[config.mk]
export PLATFORM = sky130hd
export DESIGN_NAME = out_bcd_flat
export DESIGN_NICKNAME = d
export VERILOG_FILES = /design/src/rtl/out_bcd_pkg.sv /design/src/rtl/out_bcd_if.sv /design/src/rtl/out_bcd_digit_adj.sv /design/src/rtl/out_bcd.sv /design/src/flat_wrapper.sv
export SDC_FILE = /design/constraint.sdc
export NUM_CORES = 1
export LEC_CHECK = 0
export ABC_CLOCK_PERIOD_IN_PS = 1700
export BUFFER_PORTS_ARGS = -buffer_cell sky130_fd_sc_hd__buf_2
export CAP_MARGIN = 25
export CORE_AREA = 2 2 82 84
export DETAILED_ROUTE_END_ITERATION = 10
export DIE_AREA = 0 0 84 86
export GPL_TIMING_DRIVEN = 0
export PLACE_DENSITY = 0.78
export SLEW_MARGIN = 15
export SYNTH_ARGS = -nofsm -noshare
export SYNTH_HDL_FRONTEND = slang
export SYNTH_SLANG_ARGS = --single-unit
export TNS_END_PERCENT = 20
[constraint.sdc]
create_clock -name clk -period 1.7 [get_ports clk]
set_input_delay 0.17 -clock clk [delete_from_list [all_inputs] [get_ports clk]]
set_output_delay 0.17 -clock clk [all_outputs]
set_load 0.03 [all_outputs]
[src/rtl/out_bcd_pkg.sv]
// Shared definitions for the out_bcd display-path converter (package out_pkg).
// Optional build macro used by this slice: OUT_BCD_SIGNED_EN.
package out_pkg;

  // Converter FSM: waiting for a value, or shifting one bit per enabled edge.
  typedef enum logic [0:0] {
    IDLE = 1'b0,
    CONV = 1'b1
  } state_t;

  localparam int BCD_DIGIT_W = 4;
  localparam int ADD3_THRESH = 5;

  // Smallest digit count d with 10**d > 2**width.
  // 2**width has floor(width*log10(2)) + 1 decimal digits, and a power of two
  // is never a power of ten for width >= 1, so that digit count is exact.
  function automatic int min_digits(input int width);
    int d;
    if (width <= 0) begin
      d = 1;
    end else begin
      d = int'((longint'(width) * 64'd30103) / 64'd100000) + 1;
    end
    return d;
  endfunction

endpackage

[src/rtl/out_bcd_if.sv]
// Bus bundle between the display-path master and the out_bcd converter.
// Optional build macro used by this slice: OUT_BCD_SIGNED_EN.
interface out_bcd_if #(
  parameter int WIDTH  = 16,
  parameter int DIGITS = 5
);

  logic                  clk_en;
  logic                  i_load_enable;
  logic [WIDTH-1:0]      i_load_data;
  logic [WIDTH-1:0]      o_data;
  logic [4*DIGITS-1:0]   o_bcd;
  logic                  o_neg;
  logic                  o_valid;
  logic                  o_busy;

  // Producer side: supplies the value and the global enable.
  modport master (
    output clk_en,
    output i_load_enable,
    output i_load_data,
    input  o_data,
    input  o_bcd,
    input  o_neg,
    input  o_valid,
    input  o_busy
  );

  // Converter side.
  modport slave (
    input  clk_en,
    input  i_load_enable,
    input  i_load_data,
    output o_data,
    output o_bcd,
    output o_neg,
    output o_valid,
    output o_busy
  );

endinterface

[src/rtl/out_bcd_digit_adj.sv]
// Single BCD digit fixup for double dabble: add 3 when the digit is 5 or more,
// so the following left shift carries correctly into the next decimal digit.
// Optional build macro used by this slice: OUT_BCD_SIGNED_EN.
module bcd_digit_adj
  import out_pkg::*;
(
  input  logic [BCD_DIGIT_W-1:0] i_digit,
  output logic [BCD_DIGIT_W-1:0] o_digit
);

  logic w_ge_thresh;

  assign w_ge_thresh = (i_digit >= BCD_DIGIT_W'(ADD3_THRESH));
  assign o_digit     = w_ge_thresh ? (i_digit + BCD_DIGIT_W'(3)) : i_digit;

endmodule

[src/rtl/out_bcd.sv]
// Display output register with sequential binary-to-BCD conversion.
// Latches a WIDTH-bit value, then runs shift-and-add-3 one bit per enabled
// clock; o_bcd only updates when a conversion completes.
// Build macro OUT_BCD_SIGNED_EN: treat the input as two's complement and
// convert its magnitude, reporting the sign on o_neg.
module out_bcd
  import out_pkg::*;
#(
  parameter int WIDTH  = 16,
  parameter int DIGITS = 5
) (
  input  logic      clk,
  input  logic      rst_n,
  out_bcd_if.slave  bus
);

  localparam int SCR_W = BCD_DIGIT_W * DIGITS;
  localparam int CNT_W = (WIDTH > 1) ? $clog2(WIDTH) : 1;

  // Reject digit counts that cannot hold every WIDTH-bit value.
  generate
    if (DIGITS < min_digits(WIDTH)) begin : g_digits_check
      $error("out_bcd: DIGITS too small for WIDTH");
    end
  endgenerate

  state_t             r_state;
  state_t             w_state_next;
  logic [CNT_W-1:0]   r_count;
  logic [WIDTH-1:0]   r_shift;
  logic [SCR_W-1:0]   r_scratch;
  logic [WIDTH-1:0]   r_data;
  logic [SCR_W-1:0]   r_bcd;
  logic               r_valid;
  logic               w_busy;

  logic               w_load;
  logic               w_last;
  logic [WIDTH-1:0]   w_operand;
  logic [SCR_W-1:0]   w_adj;
  logic [SCR_W-1:0]   w_scratch_shift;
  logic [WIDTH-1:0]   w_shift_next;

  assign w_load = bus.clk_en & bus.i_load_enable;
  assign w_last = (r_count == CNT_W'(WIDTH - 1));

`ifdef OUT_BCD_SIGNED_EN
  logic w_in_neg;
  logic r_sign;
  logic r_neg;

  // Magnitude of a two's complement input; the most negative value wraps to
  // itself, which read as unsigned is exactly its magnitude.
  assign w_in_neg  = bus.i_load_data[WIDTH-1];
  assign w_operand = w_in_neg ? (~bus.i_load_data + WIDTH'(1)) : bus.i_load_data;

  // Sign latch captured at load, published alongside the finished digits.
  always_ff @(posedge clk or negedge rst_n) begin
    if (!rst_n) begin
      r_sign <= 1'b0;
      r_neg  <= 1'b0;
    end else if (bus.clk_en) begin
      if (w_load) begin
        r_sign <= w_in_neg;
      end else if (r_state == CONV && w_last) begin
        r_neg <= r_sign;
      end
    end
  end

  assign bus.o_neg = r_neg;
`else
  assign w_operand = bus.i_load_data;
  assign bus.o_neg = 1'b0;
`endif

  // One add-3 fixup per BCD digit of the scratch register.
  generate
    for (genvar gi = 0; gi < DIGITS; gi++) begin : g_adj
      bcd_digit_adj u_adj (
        .i_digit (r_scratch[gi*BCD_DIGIT_W +: BCD_DIGIT_W]),
        .o_digit (w_adj[gi*BCD_DIGIT_W +: BCD_DIGIT_W])
      );
    end
  endgenerate

  // Adjusted scratch shifted left, taking in the next binary bit (MSB first).
  assign w_scratch_shift = {w_adj[SCR_W-2:0], r_shift[WIDTH-1]};
  assign w_shift_next    = r_shift << 1;

  // FSM state register.
  always_ff @(posedge clk or negedge rst_n) begin
    if (!rst_n) begin
      r_state <= IDLE;
    end else begin
      r_state <= w_state_next;
    end
  end

  // FSM next state: a load always (re)starts; the last bit returns to IDLE.
  always_comb begin
    w_state_next = r_state;
    if (bus.clk_en) begin
      if (w_load) begin
        w_state_next = CONV;
      end else if (r_state == CONV && w_last) begin
        w_state_next = IDLE;
      end
    end
  end

  // FSM outputs.
  always_comb begin
    w_busy = 1'b0;
    if (r_state == CONV) begin
      w_busy = 1'b1;
    end
  end

  // Datapath: load capture, per-bit shift-and-add, and result publication.
  always_ff @(posedge clk or negedge rst_n) begin
    if (!rst_n) begin
      r_count   <= '0;
      r_shift   <= '0;
      r_scratch <= '0;
      r_data    <= '0;
      r_bcd     <= '0;
      r_valid   <= 1'b1;
    end else if (bus.clk_en) begin
      if (w_load) begin
        r_data    <= bus.i_load_data;
        r_shift   <= w_operand;
        r_scratch <= '0;
        r_count   <= '0;
        r_valid   <= 1'b0;
      end else if (r_state == CONV) begin
        r_scratch <= w_scratch_shift;
        r_shift   <= w_shift_next;
        r_count   <= r_count + CNT_W'(1);
        if (w_last) begin
          r_bcd   <= w_scratch_shift;
          r_valid <= 1'b1;
        end
      end
    end
  end

  assign bus.o_data  = r_data;
  assign bus.o_bcd   = r_bcd;
  assign bus.o_valid = r_valid;
  assign bus.o_busy  = w_busy;

endmodule
[src/flat_wrapper.sv]
// flat-port wrapper written by rule: the top's interface ports become plain ports
module out_bcd_flat import out_pkg::*;
#(
  parameter int WIDTH  = 16,
  parameter int DIGITS = 5
)
  (clk, rst_n, bus_clk_en, bus_i_load_enable, bus_i_load_data, bus_o_data, bus_o_bcd, bus_o_neg, bus_o_valid, bus_o_busy);
  out_bcd_if #(.WIDTH(WIDTH), .DIGITS(DIGITS)) bus_i ();
  input  logic clk;
  input  logic rst_n;
  input wire logic [$bits(bus_i.clk_en)-1:0] bus_clk_en;
  input wire logic [$bits(bus_i.i_load_enable)-1:0] bus_i_load_enable;
  input wire logic [$bits(bus_i.i_load_data)-1:0] bus_i_load_data;
  output wire logic [$bits(bus_i.o_data)-1:0] bus_o_data;
  output wire logic [$bits(bus_i.o_bcd)-1:0] bus_o_bcd;
  output wire logic [$bits(bus_i.o_neg)-1:0] bus_o_neg;
  output wire logic [$bits(bus_i.o_valid)-1:0] bus_o_valid;
  output wire logic [$bits(bus_i.o_busy)-1:0] bus_o_busy;
  assign bus_i.clk_en = bus_clk_en;
  assign bus_i.i_load_enable = bus_i_load_enable;
  assign bus_i.i_load_data = bus_i_load_data;
  assign bus_o_data = bus_i.o_data;
  assign bus_o_bcd = bus_i.o_bcd;
  assign bus_o_neg = bus_i.o_neg;
  assign bus_o_valid = bus_i.o_valid;
  assign bus_o_busy = bus_i.o_busy;
  out_bcd #(.WIDTH(WIDTH), .DIGITS(DIGITS)) u_core (.clk(clk), .rst_n(rst_n), .bus(bus_i));
endmodule
After elaboration in Yosys (flattened, before gate mapping) --
Index checks and enable logic that the tools add are counted. Widths: inputs -> output; s select.
Storage, ports and cells: register bits after elaboration 78, input bits 20, output and inout bits 39, logic and storage cells 47
Operators by class: add/sub/neg operators 6, order comparisons 5, eq/ne operators 1, multiplexer cells 17, bitwise operators 2, reduce and logical (&&, ||, !) cells 9
Operators by type and width (count):
- $mux 20 | 2
- $mux 16 | 2
- $mux 4 | 6
- $ge 4x3->1 const B | 5
- $add 4x2->4 const B | 4
- $mux 1 | 6
- $reduce_and 2->1 | 3
- $reduce_bool 2->1 | 3
- $add 4x1->4 const B | 1
- $eq 4x4->1 const B | 1
- $reduce_and 4->1 | 1
- $add 3x2->3 const B | 1
- $mux 3 | 1
- $reduce_and 3->1 | 1
- $and 1x1->1 | 1
- $logic_and 1x1->1 | 1
- $not 1->1 | 1

Longest topological paths before layout --
Gate-level depths: netlist of run 1.
word-level depth 4, depth in mapped cells 6, mapped depth without buffers 6

By module --
Synthesis of run 1 repeated with hierarchy kept, for this count alone.
Unflattened totals: cells, all modules 332, area, all modules 3648.5 sq um
By module, submodules not included:
- out_bcd | instances 1, cells an instance 252, area each 3141.8 sq um, seq. area each 1953.1 sq um
- bcd_digit_adj | instances 5, cells an instance 16, area each 101.3 sq um, seq. area each 0.0 sq um

Worst setup path after synthesis of run 1 --
OpenSTA, ideal clock, no wires.
kind register -> register, start reg u_core.r_scratch[4], end reg u_core.r_bcd[6] (netlist: u_core.bus.o_bcd[6]), library setup time 0.083 ns, arrival time 1.444 ns, required time 1.617 ns, path slack 0.173 ns, cell stages (with the launch flop) 7, path buffers 0, period minus slack after synthesis 1.527 ns, path through dfrtp_1 -> inv_1 -> ha_1 -> nand2b_1 -> a21oi_1 -> mux2_2 -> o21ai_0
On the way: cells in the longest elaborated chain, start to end 2, elaborated cells on any way between the ends 3, classes of those cells add/sub (1); order compare (1); mux (1)
Ends and longest elaborated chain:
- start, declared | RTL line out_bcd.sv:31 | logic [SCR_W-1:0] r_scratch;
- start signal, assigned | RTL line out_bcd.sv:137 | r_scratch <= w_scratch_shift;
- $add 4x2->4 or $ge 4x3->1 (tied branches) | RTL line out_bcd_digit_adj.sv:14, out_bcd_digit_adj.sv:13
- $mux 4 * | RTL line out_bcd_digit_adj.sv:14 | assign o_digit = w_ge_thresh ? (i_digit + BCD_DIGIT_W'(3)) : i_digit;
- end signal, assigned | RTL line out_bcd.sv:141 | r_bcd <= w_scratch_shift;
- end, declared | RTL line out_bcd.sv:33 | logic [SCR_W-1:0] r_bcd;
Every way passes the cells marked *; elsewhere a longest branch is shown, timed or not. A chain may end at the register's enable or synchronous reset.

Worst setup path after layout of run 1 --
start reg u_core.r_scratch[12], end reg u_core.r_bcd[14] (netlist: u_core.bus.o_bcd[14])
The elaborated chain is that of the path after synthesis.

==> results_tabular.tex, run 1 <==
\begin{tabular}{lr}
\hline
Metric & Value \\
\hline
\multicolumn{2}{l}{\textbf{Run status}} \\
Outcome & finished, final reports clean \\
\multicolumn{2}{l}{\textbf{Worst setup path}} \\
Startpoint of the most critical setup path & u\_core.r\_scratch[12] \\
Slowest cell delay on critical path & 0.41 ns \\
Worst EP required & 1.99 ns \\
Startpoint types & flip-flop \\
Highest fanout seen on the critical path & 5 \\
Series of cell instances along the critical path & inv\_1 -> ha\_2 -> nand2b\_1 -> a21oi\_2 -> mux2i\_2 -> mux2\_4 \\
Worst-path cell with the longest stage delay & dfrtp\_1 \\
Critical R2R Launch & u\_core.r\_scratch[12] \\
Type of element capturing the critical path & flip-flop \\
Worst EP arrival & approximately 1.9 ns \\
Kind of critical path & flip-flop to flip-flop \\
\multicolumn{2}{l}{\textbf{Floorplan}} \\
Top Ports & 59 \\
Die span in y & roughly 86 um \\
Row count & 29 \\
Width of the die & $\sim$84 um \\
Starting density of the core & between 50\% and 60\% \\
Total Die Area & 7224 um2 \\
Core Region & about 6300 um2 \\
\multicolumn{2}{l}{\textbf{Yosys}} \\
Synth unique cells & 34 \\
Largest area contributor in the netlist & dfrtp\_1 \\
Post-synth top area share & between 50\% and 60\% \\
Average footprint of a synthesized cell & just over 10 um2 \\
Portion of netlist area occupied by mux cells & roughly 3.6\% \\
Post-Synthesis Net Count & 372 \\
Seq/Total Area, Yosys & 56.29\% \\
Total of flip-flops plus latches after synthesis & 78 \\
Number of instances in the synthesized netlist & $\sim$340 \\
Prevailing post-synth register cell & dfrtp\_1 \\
Count of flip-flops with a built-in enable after synthesis & 0 \\
Share of the synthesized netlist area taken by xor and xnor gates & under 10\% \\
Ranking of synthesized cells by instance count & nand2\_1, dfrtp\_1, o21ai\_0 \\
Synth top area cells & dfrtp\_1, nand2\_1, ha\_1, o22ai\_1, o21ai\_0 \\
Largest family of logic cells by synthesized area & compound AO/OA/AOI/OAI gates \\
Async S/R FF share, synth & 100.0\% \\
Adder-cell area share of the yosys netlist & 3.967\% \\
Post-synthesis share of cell area spent on and, or, nand and nor gates & between 10 and 15\% \\
Fraction of the mapped netlist area in compound gates & between 15 and 20\% \\
Most frequent cell after synthesis & nand2\_1 \\
Yosys warning count & 0 \\
Cell area after synthesis & approximately 3500 um2 \\
\multicolumn{2}{l}{\textbf{Finish}} \\
Area growth from synthesis to layout & 20.23\% \\
Final antenna diode count & 0 \\
Fraction of final layout cells sized beyond drive strength 1 & between 20 and 30\% \\
Net count reported at finish & approximately 440 \\
\multicolumn{2}{l}{\textbf{Pwr}} \\
Share of power burned in the clock network & $\sim$39\% \\
Power density over cell area & about 1000 nW/um2 \\
VDD IR max & roughly 0.00064 V \\
Overall power after layout & 4.323 mW \\
Sequential share of power & between 40\% and 50\% \\
Internal power & between 3 and 4 mW \\
Net Sw Frac & roughly a quarter \\
Leakage power of the design & 2.077 nW \\
Net load switching power & about 1.1 mW \\
Combinational Power Share & 12.7\% \\
\multicolumn{2}{l}{\textbf{STA}} \\
Worst slew margin & around half \\
Ratio of final minimum period to clock period & a little over nine tenths \\
Number of slew-limit violations in the final report & 0 \\
Fin Clk Skew & roughly 0.0078 ns \\
Slew @ Worst Pin & around 0.74 ns \\
Final setup fails & 0 \\
Fin Hold WS & 0.02364 ns \\
Final setup TNS & 0 ns \\
Final worst path period need & 1.622 ns \\
Max Clk Rate & 616.3 MHz \\
Number of hold violations in the final report & 0 \\
\multicolumn{2}{l}{\textbf{Worst hold path}} \\
Path class of the lowest-slack min-delay path & input port to flip-flop \\
Launch instance of the worst min-delay path & bus\_i\_load\_data[1] \\
\multicolumn{2}{l}{\textbf{Detailed routing}} \\
DRC violation total after the first TritonRoute iteration & 120 \\
Pre-antenna DRT Iters & 4 \\
Average routed wire per standard cell & roughly 15 um \\
Number of remaining DRC errors & 0 \\
Number of nets still failing antenna checks after routing & 0 \\
Total number of vias & around 2.7k \\
Via/cell ratio & about 5.5 \\
Total length of routed wires & $\sim$7200 um \\
\multicolumn{2}{l}{\textbf{Clocking}} \\
Num CTS Buffers & 9 \\
Source-to-sink clock delay at the later pin of the worst-skew pair & between 0.3 and 0.4 ns \\
CTS clk-pin slew, worst paths & $\sim$0.08 ns \\
\# Post-CTS Setup Buffers & 0 \\
H-tree lvl count & 3 \\
CTS max path bufs & 2 \\
Total number of clock tree sinks & just under 80 \\
CTS root buf & clkbuf\_8 \\
TritonCTS clock tree & yes \\
\multicolumn{2}{l}{\textbf{Placed design}} \\
Half-perimeter wire length after placement & around 5000 um \\
Port-buffer cells & 57 \\
Gpl congestion & around 0.82 \\
\multicolumn{2}{l}{\textbf{Flow run}} \\
Number of max-cap violations & 0 \\
\multicolumn{2}{l}{\textbf{GRT}} \\
Number of antenna violations at the first check in global routing & 0 \\
Total global-route track usage & 21.19\% \\
Gr ovfl total & 0 \\
Vias in the first global route & approximately 2.6k \\
Largest net degree at the start of global routing & between 40 and 50 \\
Wire length of the first global-routing pass & 12080 um \\
\hline
\end{tabular}
[area by class of cell]
type / count / area, um2
Timing Repair Buffer: 59 / 317.8
Fill cell: 481 / 2106
Tap cell: 77 / 96.34
Clock inverter: 5 / 106.4
Clock buffer: 11 / 141.4
Inverter: 11 / 41.29
Multi-Input combinational cell: 234 / 1415
Buffer: 18 / 100.1
Sequential cell: 78 / 1953
[per-stage QoR]
stage	util (%)	std cells	cell area, um2	worst slack, ns
after floorplan	-	341	3470	0.1729
after global placement	61.35	475	3851	-0.06839
after detailed placement	61.71	476	3874	-0.01186
after CTS	65.92	493	4138	0.01117
after global routing	66.45	493	4172	-0.007531
final	66.45	493	4172	0.07752
[final timing paths]
kind	end	slack, ns	cells past startpoint
hold reg to reg	u_core.bus.o_data[1]	0.47	2
hold / removal	u_core.bus.o_data[1]	0.02	3
min in group asynchronous	u_core.bus.o_bcd[7]	0.33	2
setup reg to reg	u_core.bus.o_bcd[14]	0.08	6
setup / recovery	u_core.bus.o_bcd[14]	0.08	6
max in group asynchronous	u_core.r_shift[6]	0.79	3
[cell usage in the layout (no fill, tap or decap), types with 2 or more instances in the layout]
cell type,count
buf_4,4
mux2i_1,2
a21oi_1,16
nand2b_1,5
o31ai_1,5
mux2_4,2
nand2_1,83
nor2_1,11
xnor2_1,5
a31oi_1,10
mux2i_2,2
mux2_2,5
inv_1,11
dfrtp_1,77
ha_1,8
a32o_1,5
buf_2,67
clkbuf_1,4
ha_2,2
a22o_1,6
a21oi_2,4
o22ai_1,20
bufinv_16,3
nor3b_1,9
clkbuf_8,10
o21ai_0,22
[layer usage]
metal	share of wire [%]	vias up	global-route usage, %
met5	0	-	0
met4	2.3	0	10.70
met3	4.6	14	4.427
met2	48	73	33.89
met1	46	1308	27.65
li1	-	1330	-
[registers in the layout (all words and copies together) (netlist names)]
signal,count
u_core.r_shift,16
u_core.bus.o_data,16
u_core.r_scratch,20
u_core.bus.o_valid,1
u_core.r_count,4
u_core.r_state,1
u_core.bus.o_bcd,20
[critical path: cells and delay by family, from the launching register on]
family                     cells  cell delay (ns)
DFF                            1             0.41
AOI/OAI and AO/OA              1             0.23
muxes                          2             0.46
and+or+nand+nor                1             0.11
adders and majority gates      1             0.24
buffers and inverters          1             0.12
[power by group through the flow]
| stage | Clock (mW) | Sequential (mW) | Combinational (mW) |
|---|---|---|---|
| after floorplan | 0 | 2.19 | 0.267 |
| after global placement | 0 | 2.11 | 0.524 |
| after detailed placement | 0 | 2.11 | 0.548 |
| after CTS | 1.72 | 2.08 | 0.549 |
| after global routing | 1.79 | 2.10 | 0.612 |
| final | 1.69 | 2.08 | 0.550 |
[logic make-up after synthesis]
logic type	count (synthesis)
other cells	1
flops	78
xor+xnor	6
simple gates	115
compound gates	90
buf+inv	29
mux	11
fa+ha+maj	11
[repair_timing]
| action | 4_1_cts | 5_1_grt |
|---|---|---|
| resized for setup | 2 | 8 |
| endpoints found under the hold margin | 36 | 0 |
| hold buffers | 1 | 0 |
| setup endpoints to repair | 3 | 10 |
Note: power is estimated with default switching activity, not from simulation.
==> inputs of run 2 (changes only) <==
--- a/config.mk
+++ b/config.mk
@@ -13,6 +13,7 @@
 export DIE_AREA = 0 0 84 86
 export GPL_TIMING_DRIVEN = 0
 export PLACE_DENSITY = 0.78
+export REMOVE_ABC_BUFFERS = 1
 export SLEW_MARGIN = 15
 export SYNTH_ARGS = -nofsm -noshare
 export SYNTH_HDL_FRONTEND = slang
==> run 2 against run 1 <==
  * Clock-buffer cell count is 4 higher
  * Global-route usage is 1.2 points lower
  * Cell area is 2.3% lower
  * First-iteration DRC count is 3.3% higher
  * Sequential cell count stayed put
  * Clock skew hardly changed
  * Fmax hardly changed
  * Final cell count is 3.2% lower
  * Wire length is 5.7% lower
  * Clock power is 25% lower
  * Critical path depth stayed put
==> results_tabular.tex, run 2 (synthesis gave the netlist of run 1 again) <==
\begin{tabular}{lr}
\hline
Metric & Value \\
\hline
\multicolumn{2}{l}{\textbf{Run status}} \\
Outcome & finished, final reports clean \\
\multicolumn{2}{l}{\textbf{Placed design}} \\
Half-perimeter wire length after placement & 4488 um (-11\%) \\
Placed cells & 460 (-3.4\%) \\
Post-detailed-placement cell area & 3824 um2 (-1.3\%) \\
Gpl congestion & 0.7966 (-3.2\%) \\
Port-buffer cells & 57 (unchanged) \\
\multicolumn{2}{l}{\textbf{Floorplan}} \\
Core Region & 6277 um2 (unchanged) \\
Die span in y & 86 um (unchanged) \\
Total Die Area & 7224 um2 (unchanged) \\
Width of the die & 84 um (unchanged) \\
Starting density of the core & 55.27\% (unchanged) \\
Row count & 29 (unchanged) \\
Top Ports & 59 (unchanged) \\
\multicolumn{2}{l}{\textbf{Worst setup path}} \\
Slowest cell delay on critical path & 0.41 ns (about the same) \\
Startpoint of the most critical setup path & u\_core.r\_scratch[4] \\
Setup slack on the worst flop-to-flop path & 0.08 ns (about the same) \\
Destination of the critical timing path & u\_core.r\_scratch[6] \\
Startpoint types & flip-flop \\
Worst-path cell with the longest stage delay & dfrtp\_1 \\
Critical R2R Launch & u\_core.r\_scratch[4] \\
Highest fanout seen on the critical path & 5 (unchanged) \\
Type of element capturing the critical path & flip-flop \\
Series of cell instances along the critical path & inv\_1 -> ha\_4 -> nand2b\_1 -> a21oi\_2 -> mux2\_2 -> o21ai\_0 \\
Reg-to-reg endpoint & u\_core.r\_scratch[6] \\
Depth of the worst register-to-register path & 6 (unchanged) \\
Worst EP required & 1.96 ns (-0.03 ns) \\
Worst EP arrival & 1.88 ns (-0.03 ns) \\
Kind of critical path & flip-flop to flip-flop \\
\multicolumn{2}{l}{\textbf{Finish}} \\
Net count reported at finish & 426 (-3.6\%) \\
Area of combinational cells with multiple inputs & 1434 um2 (+1.3\%) \\
Fillers & 511 (+6.2\%) \\
Area growth from synthesis to layout & 17.45\% \\
Post-route cell area & 4075 um2 (-2.3\%) \\
Commonest cells after routing, fill and taps aside & nand2\_1, dfrtp\_1, buf\_2 \\
Non-filler instance count after layout & 477 (-3.2\%) \\
Most common library cell in the layout ignoring fill and taps & nand2\_1 \\
Final antenna diode count & 0 (unchanged) \\
Sequential cell area & 1954 um2 (about the same) \\
Fraction of final layout cells sized beyond drive strength 1 & 23.75\% (-1.7 points) \\
\multicolumn{2}{l}{\textbf{Detailed routing}} \\
DRC violation total after the first TritonRoute iteration & 124 (+3.3\%) \\
Number of remaining DRC errors & 0 (unchanged) \\
Number of nets still failing antenna checks after routing & 0 (unchanged) \\
Via/cell ratio & 5.650 (+2.2\%) \\
Total number of vias & 2695 (-1.1\%) \\
Pre-antenna DRT Iters & 4 (unchanged) \\
Total length of routed wires & 6758 um (-5.7\%) \\
Average routed wire per standard cell & 14.17 um (-2.6\%) \\
\multicolumn{2}{l}{\textbf{GRT}} \\
Wire length of the first global-routing pass & 11510 um (-4.7\%) \\
Vias in the first global route & 2584 (-2.2\%) \\
Largest net degree at the start of global routing & 46 (+9.5\%) \\
Gr ovfl total & 0 (unchanged) \\
Number of antenna violations at the first check in global routing & 0 (unchanged) \\
Total global-route track usage & 20.00\% (-1.2 points) \\
\multicolumn{2}{l}{\textbf{Clocking}} \\
CTS root buf & clkbuf\_8 \\
CTS clk-pin slew, worst paths & 0.07 ns (about the same) \\
H-tree lvl count & 3 (unchanged) \\
TritonCTS clock tree & yes \\
\# Post-CTS Setup Buffers & 0 (unchanged) \\
CTS max path bufs & 2 (unchanged) \\
Source-to-sink clock delay at the later pin of the worst-skew pair & 0.34 ns (about the same) \\
Num CTS Buffers & 9 (unchanged) \\
Total number of clock tree sinks & 78 (unchanged) \\
\multicolumn{2}{l}{\textbf{Pwr}} \\
VDD IR max & 0.0006566 V (+3.0\%) \\
Leakage power of the design & 2.004 nW (-3.5\%) \\
Power density over cell area & 958.2 nW/um2 (-7.5\%) \\
Overall power after layout & 3.905 mW (-9.7\%) \\
\multicolumn{2}{l}{\textbf{STA}} \\
Final worst path period need & 1.624 ns (+0.001225 ns) \\
Fin Clk Skew & 0.007716 ns (-0.00006128 ns) \\
Slew @ Worst Pin & 0.7231 ns (-0.01919 ns) \\
Number of slew-limit violations in the final report & 0 (unchanged) \\
Ratio of final minimum period to clock period & 95.51\% (about the same) \\
Max Clk Rate & 615.9 MHz (about the same) \\
Final setup TNS & 0 ns (unchanged) \\
Unrepaired setup endpoints after global routing & yes \\
Number of hold violations in the final report & 0 (unchanged) \\
Final setup fails & 0 (unchanged) \\
Worst slew margin & 51.47\% (+1.3 points) \\
\multicolumn{2}{l}{\textbf{Worst hold path}} \\
Path class of the lowest-slack min-delay path & input port to flip-flop \\
Launch instance of the worst min-delay path & bus\_i\_load\_data[2] \\
\multicolumn{2}{l}{\textbf{Flow run}} \\
Number of max-cap violations & 0 (unchanged) \\
\hline
\end{tabular}
## run 2: cell types whose count changed in the layout (fill, tap and decap cells not counted), sizes merged
cell / previous run / this run
buf: 73 / 60
bufinv: 3 / 0
clkbuf: 14 / 15
clkinvlp: 1 / 0
## run 2: worst min-delay path by stage
stage                      endpoint  cells past startpoint
2_1_floorplan   u_core.bus.o_bcd[0]                      0
3_3_place_gp   u_core.bus.o_data[6]                      3
3_5_place_dp    u_core.bus.o_bcd[8]                      1
4_1_cts        u_core.bus.o_data[3]                      3
5_1_grt        u_core.bus.o_data[3]                      3
6_report       u_core.bus.o_data[2]                      3
## run 2: layout make-up
type                            count  share of cell area (%)
Sequential cell                    78                   47.96
Multi-Input combinational cell    234                   35.19
Timing Repair Buffer               61                   9.027
Clock buffer                       15                   4.329
Tap cell                           77                   2.364
Inverter                           11                   1.013
Clock inverter                      1                  0.1228
## run 2: per-layer routing
layer / up-vias / part of all wire (%) / routed length [um] / track usage (%)
li1: 1293 / - / - / -
met1: 1306 / 45 / 3030 / 25.42
met2: 86 / 48 / 3248 / 33.24
met3: 10 / 5.8 / 392 / 5.294
met4: 0 / 1.3 / 87 / 7.478
met5: - / 0 / 0 / 0
## run 2: per-stage QoR
step / setup WS (ns) / hold slack (ns) / utilization (%)
after floorplan: -0.1783 / -0.1256 / -
after global placement: -0.3928 / 0.3818 / 59.76
after detailed placement: -0.3387 / 0.1540 / 60.91
after CTS: 0.009765 / 0.02279 / 64.12
after global routing: -0.0008251 / 0.03230 / 64.92
final: 0.07629 / 0.03604 / 64.92
## run 2: what timing repair did
action | 4_1_cts | 5_1_grt
gates resized for setup | 5 | 11
hold endpoints to repair | 33 | 0
setup endpoints to repair | 27 | 21
hold buffers | 1 | 0
## run 2: power breakdown
| group | leakage [nW] | switching (mW) | total, mW | internal [mW] |
|---|---|---|---|---|
| logic | 0.906 | 0.351 | 0.549 | 0.198 |
| registers | 1.00 | 0.0961 | 2.09 | 1.99 |
| clock network | 0.0937 | 0.620 | 1.27 | 0.651 |
| total | 2.00 | 1.07 | 3.90 | 2.84 |
## run 2: worst max-delay path, delay by kind of cell, from the launching register on
kind | cells | cell delay (ns)
buf+inv | 1 | 0.17
fa+ha+maj | 1 | 0.19
simple gates | 1 | 0.08
compound gates | 2 | 0.32
mux | 1 | 0.37
flops | 1 | 0.41
